File: src/rtl/apb_pkg.sv
// Shared types and helpers for the multi-slave APB master.
package apb_pkg;

  typedef enum logic [1:0] {
    IDLE   = 2'd0,
    SETUP  = 2'd1,
    ACCESS = 2'd2
  } apb_state_t;

  // One spare bit so that out-of-range slave indices can be presented and rejected.
  function automatic int sel_width(input int num_slaves);
    return $clog2(num_slaves) + 1;
  endfunction

endpackage

File: src/rtl/apb_timeout_counter.sv
// Counts ACCESS wait cycles; expired flags the last cycle allowed before abort.
module apb_timeout_counter #(
  parameter int TIMEOUT = 64
) (
  input  logic clk,
  input  logic reset,
  input  logic clear,
  input  logic en,
  output logic expired
);

  localparam int CNT_W = $clog2(TIMEOUT) + 1;

  logic [CNT_W-1:0] r_cnt;

  always_ff @(posedge clk) begin
    if (reset) begin
      r_cnt <= '0;
    end else if (clear) begin
      r_cnt <= '0;
    end else if (en) begin
      r_cnt <= r_cnt + CNT_W'(1);
    end
  end

  assign expired = (r_cnt == CNT_W'(TIMEOUT - 1));

endmodule

File: src/rtl/apb_master_mc.sv
// Processor-bus to APB bridge for NUM_SLAVES slaves with one-hot PSEL,
// wait-state timeout and PSLVERR propagation.
//
//   state  | meaning
//   IDLE   | no transfer; start accepted here (bad sel answered with error pulse)
//   SETUP  | psel driven, penable low, one cycle
//   ACCESS | penable high, waiting for pready of the selected slave or timeout
module apb_master_mc
  import apb_pkg::*;
#(
  parameter int ADDR_W     = 8,
  parameter int DATA_W     = 8,
  parameter int NUM_SLAVES = 4,
  parameter int TIMEOUT    = 64
) (
  input  logic                           clk,
  input  logic                           reset,
  input  logic                           start,
  input  logic                           write,
  input  logic [ADDR_W-1:0]              addr,
  input  logic [DATA_W-1:0]              wdata,
  input  logic [sel_width(NUM_SLAVES)-1:0] sel,
  output logic [DATA_W-1:0]              rdata,
  output logic                           stable,
  output logic                           error,
  output logic                           busy,
  output logic [NUM_SLAVES-1:0]          psel,
  output logic                           penable,
  output logic                           pwrite,
  output logic [ADDR_W-1:0]              paddr,
  output logic [DATA_W-1:0]              pwdata,
  input  logic [NUM_SLAVES*DATA_W-1:0]   prdata,
  input  logic [NUM_SLAVES-1:0]          pready,
  input  logic [NUM_SLAVES-1:0]          pslverr
);

  localparam int SEL_W = sel_width(NUM_SLAVES);
  localparam logic [SEL_W-1:0]      SEL_LIMIT = SEL_W'(NUM_SLAVES);
  localparam logic [NUM_SLAVES-1:0] ONE_HOT_0 = NUM_SLAVES'(1);

  apb_state_t              r_state;
  logic [NUM_SLAVES-1:0]   r_psel;
  logic                    r_penable;
  logic                    r_pwrite;
  logic [ADDR_W-1:0]       r_paddr;
  logic [DATA_W-1:0]       r_pwdata;
  logic [DATA_W-1:0]       r_rdata;
  logic                    r_stable;
  logic                    r_error;

  logic                    w_sel_ok;
  logic                    w_accept;
  logic                    w_pready;
  logic                    w_pslverr;
  logic                    w_expired;
  logic [DATA_W-1:0]       w_prdata;

  assign w_sel_ok  = (sel < SEL_LIMIT);
  assign w_accept  = (r_state == IDLE) && start && w_sel_ok;
  // r_psel is one-hot during a transfer, so masking isolates the selected slave.
  assign w_pready  = |(pready & r_psel);
  assign w_pslverr = |(pslverr & r_psel);

  always_comb begin
    w_prdata = '0;
    for (int i = 0; i < NUM_SLAVES; i++) begin
      if (r_psel[i]) w_prdata = w_prdata | prdata[i*DATA_W +: DATA_W];
    end
  end

  apb_timeout_counter #(.TIMEOUT(TIMEOUT)) u_timeout (
    .clk     (clk),
    .reset   (reset),
    .clear   (w_accept),
    .en      ((r_state == ACCESS) && !w_pready),
    .expired (w_expired)
  );

  always_ff @(posedge clk) begin
    if (reset) begin
      r_state   <= IDLE;
      r_psel    <= '0;
      r_penable <= 1'b0;
      r_pwrite  <= 1'b0;
      r_paddr   <= '0;
      r_pwdata  <= '0;
      r_rdata   <= '0;
      r_stable  <= 1'b0;
      r_error   <= 1'b0;
    end else begin
      r_stable <= 1'b0;
      r_error  <= 1'b0;
      case (r_state)
        IDLE: begin
          if (start) begin
            if (w_sel_ok) begin
              r_state  <= SETUP;
              r_psel   <= ONE_HOT_0 << sel;
              r_pwrite <= write;
              r_paddr  <= addr;
              r_pwdata <= wdata;
            end else begin
              r_stable <= 1'b1;
              r_error  <= 1'b1;
            end
          end
        end
        SETUP: begin
          r_state   <= ACCESS;
          r_penable <= 1'b1;
        end
        ACCESS: begin
          if (w_pready) begin
            r_state   <= IDLE;
            r_psel    <= '0;
            r_penable <= 1'b0;
            r_stable  <= 1'b1;
            r_error   <= w_pslverr;
            if (!r_pwrite) r_rdata <= w_prdata;
          end else if (w_expired) begin
            r_state   <= IDLE;
            r_psel    <= '0;
            r_penable <= 1'b0;
            r_stable  <= 1'b1;
            r_error   <= 1'b1;
          end
        end
        default: r_state <= IDLE;
      endcase
    end
  end

  assign psel    = r_psel;
  assign penable = r_penable;
  assign pwrite  = r_pwrite;
  assign paddr   = r_paddr;
  assign pwdata  = r_pwdata;
  assign rdata   = r_rdata;
  assign stable  = r_stable;
  assign error   = r_error;
  assign busy    = (r_state != IDLE);

endmodule

File: config.mk
export PLATFORM = sky130hd
export DESIGN_NAME = apb_master_mc
export DESIGN_NICKNAME = d
export VERILOG_FILES = /design/src/rtl/apb_pkg.sv /design/src/rtl/apb_timeout_counter.sv /design/src/rtl/apb_master_mc.sv
export SDC_FILE = /design/constraint.sdc
export NUM_CORES = 1
export LEC_CHECK = 0
export CAP_MARGIN = 0
export CORE_UTILIZATION = 39
export DETAILED_ROUTE_END_ITERATION = 10
export PLACE_DENSITY = 0.88
export SETUP_SLACK_MARGIN = 0.2
export SLEW_MARGIN = 20
export SYNTH_ARGS = -nofsm -noshare
export SYNTH_HDL_FRONTEND = slang
export SYNTH_SLANG_ARGS = --single-unit
File: constraint.sdc
create_clock -name clk -period 2.06 [get_ports clk]
set_input_delay 0.309 -clock clk [delete_from_list [all_inputs] [get_ports clk]]
set_output_delay 0.309 -clock clk [all_outputs]
set_load 0.01 [all_outputs]
==> metrics.md <==
| Metric | Value |
|---|---|
| GP Congestion | `0.813` |
| Largest family of logic cells by synthesized area | `compound AO/OA/AOI/OAI gates` |
| R2r setup slk | `0.42 ns` |
| Cell breakdown of the critical path | `inv_1 -> ha_1 -> inv_1 -> dlygate4sd2_1` |
| Initial antenna violation count | `0` |
| H-tree depth | `2` |
| Clock Latency Late Sink | `0.29 ns` |
| Cell row count | `24` |
| Setup violators final | `0` |
| Final Power | `1.70 mW` |
| Die ar. | `5040 um^2` |
| Critical path peak fanout | `4` |
| Worst Setup SP | `r_state[0]` |
| Syn Nets | `278` |
| Post-synthesis compound-gate area fraction | `25.3%` |
| Final hold violation count | `0` |
| Crit path to | `busy` |
| WP data required | `1.75 ns` |
| Pwr dens | `571 nW/um^2` |
| Setup WS pre-CTS | `0.101 ns` |
| Die height | `71.0 um` |
| Share of layout cells above drive strength 1 | `8.09%` |
| Worst Tran Pin Value | `0.518 ns` |
| DR iter-0 viols | `108` |
| CTS clk-pin slew, worst paths | `0.07 ns` |
| Cell count of the worst reg-to-reg path | `4` |
| Final WL | `5200 um` |
| Leak | `1.02 nW` |
| Wire length per cell | `14.4 um` |
| Core Area | `4470 um^2` |
| CTS root buf | `clkbuf_8` |
| Placed Instances | `354` |
| Slowest CP cell | `dfxtp_1` |
| Setup TNS | `0 ns` |
| Hold slack final | `0.453 ns` |
| Register area share after synthesis | `44.2%` |
| Remaining antenna violation count | `0` |
| Status | `finished, violations left` |
| P&R area growth vs syn | `59.9%` |
| Post-Synth Adder-Cell Area | `2.69%` |
| Clock Sinks | `41` |
| Slew Limit Fails | `0` |
| Clock Skew | `0.00848 ns` |
| RSZ-0062 raised after global routing | `no` |
| Vias in the first global route | `1837` |
| Worst setup SP type | `flip-flop` |
| Final Critical Period | `1.77 ns` |
| Mux share of post-synthesis cell area | `1.08%` |
| Initial Utilization | `41.5%` |
| Vias post-DR | `1901` |
| Crit path top cell by count | `inv_1` |
| Maximum vdd drop | `0.000309 V` |
| Hold Crit Class | `reg2reg` |
| DR vias/cell | `5.27` |
| Yosys warns | `0` |
| Delay of the slowest critical-path stage | `0.35 ns` |
| Mapped cell area | `1860 um^2` |
| Most common cell in the synthesized netlist | `dfxtp_1` |
| Clock Tree Buf Depth | `2` |
| Simple logic cell fraction of the synthesized area | `18.5%` |
| Hold_buf cts | `0` |
| PortBufs | `95` |
| Violated checks | `DRC` |
| Remaining DRCs | `7` |
| Tot GR Track Use | `21.5%` |
| CP Capture Type | `primary output` |
| Xor/xnor cell area share of the yosys netlist | `2.83%` |
| Syn Area/Cell | `8.81 um^2` |
| # IOs | `96` |
| Drt pass-1 iters | `7` |
| Final Non-Filler Cells | `361` |
| Die Wd | `71.0 um` |
| RR Startpoint | `u_timeout.r_cnt[0]` |
| List of most frequent post-synthesis cells | `dfxtp_1 (41), nand2_1 (38), a21oi_1 (19)` |
| Asr flop ratio synth | `0%` |
| Max Clk Rate | `566 MHz` |
| CTS tree | `done` |
| Grt total ovfl | `0` |
| Crit Path Class | `reg2out` |
| Largest net degree at the start of global routing | `20` |
| Hold path depth | `2` |
| Max-slew headroom | `65.4%` |
| Global-route wire length before repair | `8320 um` |
| Share of the synthesized area in the top cell type | `44.2%` |
| Cells after Synth | `211` |
| Diode count | `0` |
| Final WS setup | `0.294 ns` |
| Unique cell type count in the Yosys netlist | `39` |
| Crit path DAT | `1.46 ns` |
| Number of synthesized flops with an enable pin | `0` |
| Synth top area cells | `dfxtp_1 (44%), nand2_1 (7.7%), a22oi_1 (6.5%)` |
| Layout Nets | `376` |
| Period Utilization, post-route | `85.7%` |
| Post-DP HPWL | `3930 um` |
| Maxcap violations | `0` |
| R2R Path End | `error` |
| TritonCTS Buffers | `5` |
| Number of synthesized register bits | `41` |
| Post-synth top area cell | `dfxtp_1` |
| Top FF cell, synth | `dfxtp_1` |
==> final cells by class <==
class	instances	area, um^2
Inverter	9	33.8
Multi-Input combinational cell	148	948
Clock buffer	7	86.3
Tap cell	52	65.1
Fill cell	378	1500
Sequential cell	41	821
Timing Repair Buffer	104	1020
==> critical path: cells and delay by family, from the launching register on <==
| kind | cells | cell delay, ns |
|---|---|---|
| DFF | 1 | 0.35 |
| adders and majority gates | 1 | 0.26 |
| buffers and inverters | 3 | 0.55 |
==> power by group <==
part	internal [mW]	switching, mW	leakage [nW]
clock network	0.266	0.251	0.0443
logic	0.202	0.137	0.645
registers	0.821	0.0193	0.333
==> state kept, by name (all words and copies together), names as in the netlist <==
name	flops
rdata	8
error	1
stable	1
penable	1
psel	4
r_state	2
pwrite	1
u_timeout.r_cnt	7
pwdata	8
paddr	8
==> worst min-delay path by stage <==
stage / start / endpoint / slack [ns]
6_report: paddr[1] / paddr[1] / 0.45
5_1_grt: paddr[6] / paddr[6] / 0.48
4_1_cts: paddr[1] / paddr[1] / 0.46
3_5_place_dp: paddr[1] / paddr[1] / 0.45
3_3_place_gp: pwdata[1] / pwdata[1] / 0.44
2_1_floorplan: sel[1] / psel[1] / 0.40
==> what timing repair did <==
action,4_1_cts,5_1_grt
setup endpoints to repair,1,8
gates resized for setup,1,2
gates cloned,0,0
buffers inserted,0,0
==> cells in the final DEF, fill, tap and decap left out, drive strengths merged, types with 2 or more instances in the layout <==
cell	synthesis	routed
clkdlybuf4s50	0	94
dfxtp	41	41
nand2	38	38
a21oi	19	19
a22oi	18	18
nor2	15	15
inv	9	9
buf	6	9
a311oi	9	9
clkbuf	7	7
o22ai	5	5
nand2b	4	4
nand4	4	4
xnor2	4	4
ha	4	4
nor4	3	3
a22o	3	3
nor3	2	2
xor2	2	2
mux2i	2	2
o21ai	2	2
a211oi	2	2
nand3	2	2
a221oi	2	2
==> cell families (layout without fill, tap and decap cells) <==
kind of cell | after synthesis | count (layout)
and+or+nand+nor | 74 | 74
AOI/OAI and AO/OA | 62 | 62
xor gates and xnor gates | 6 | 6
buffers and inverters | 22 | 120
muxes | 2 | 2
adders and majority gates | 4 | 4
DFF | 41 | 41
==> routing by layer <==
layer  part of all wire [%]  wire length, um  global-route usage [%]
met1                     41             2130                    26.0
met2                     49             2570                    36.0
met3                    8.1              422                    5.98
met4                    1.5               76                    8.89
met5                      0                0                       0
==> through the flow <==
step	utilization [%]	cell area, um^2
after floorplan	-	1860
after global placement	64.2	2870
final	66.4	2970
after global routing	66.4	2970
after detailed placement	64.2	2870
after CTS	66.1	2960
Power figures use the tool's default switching activity.
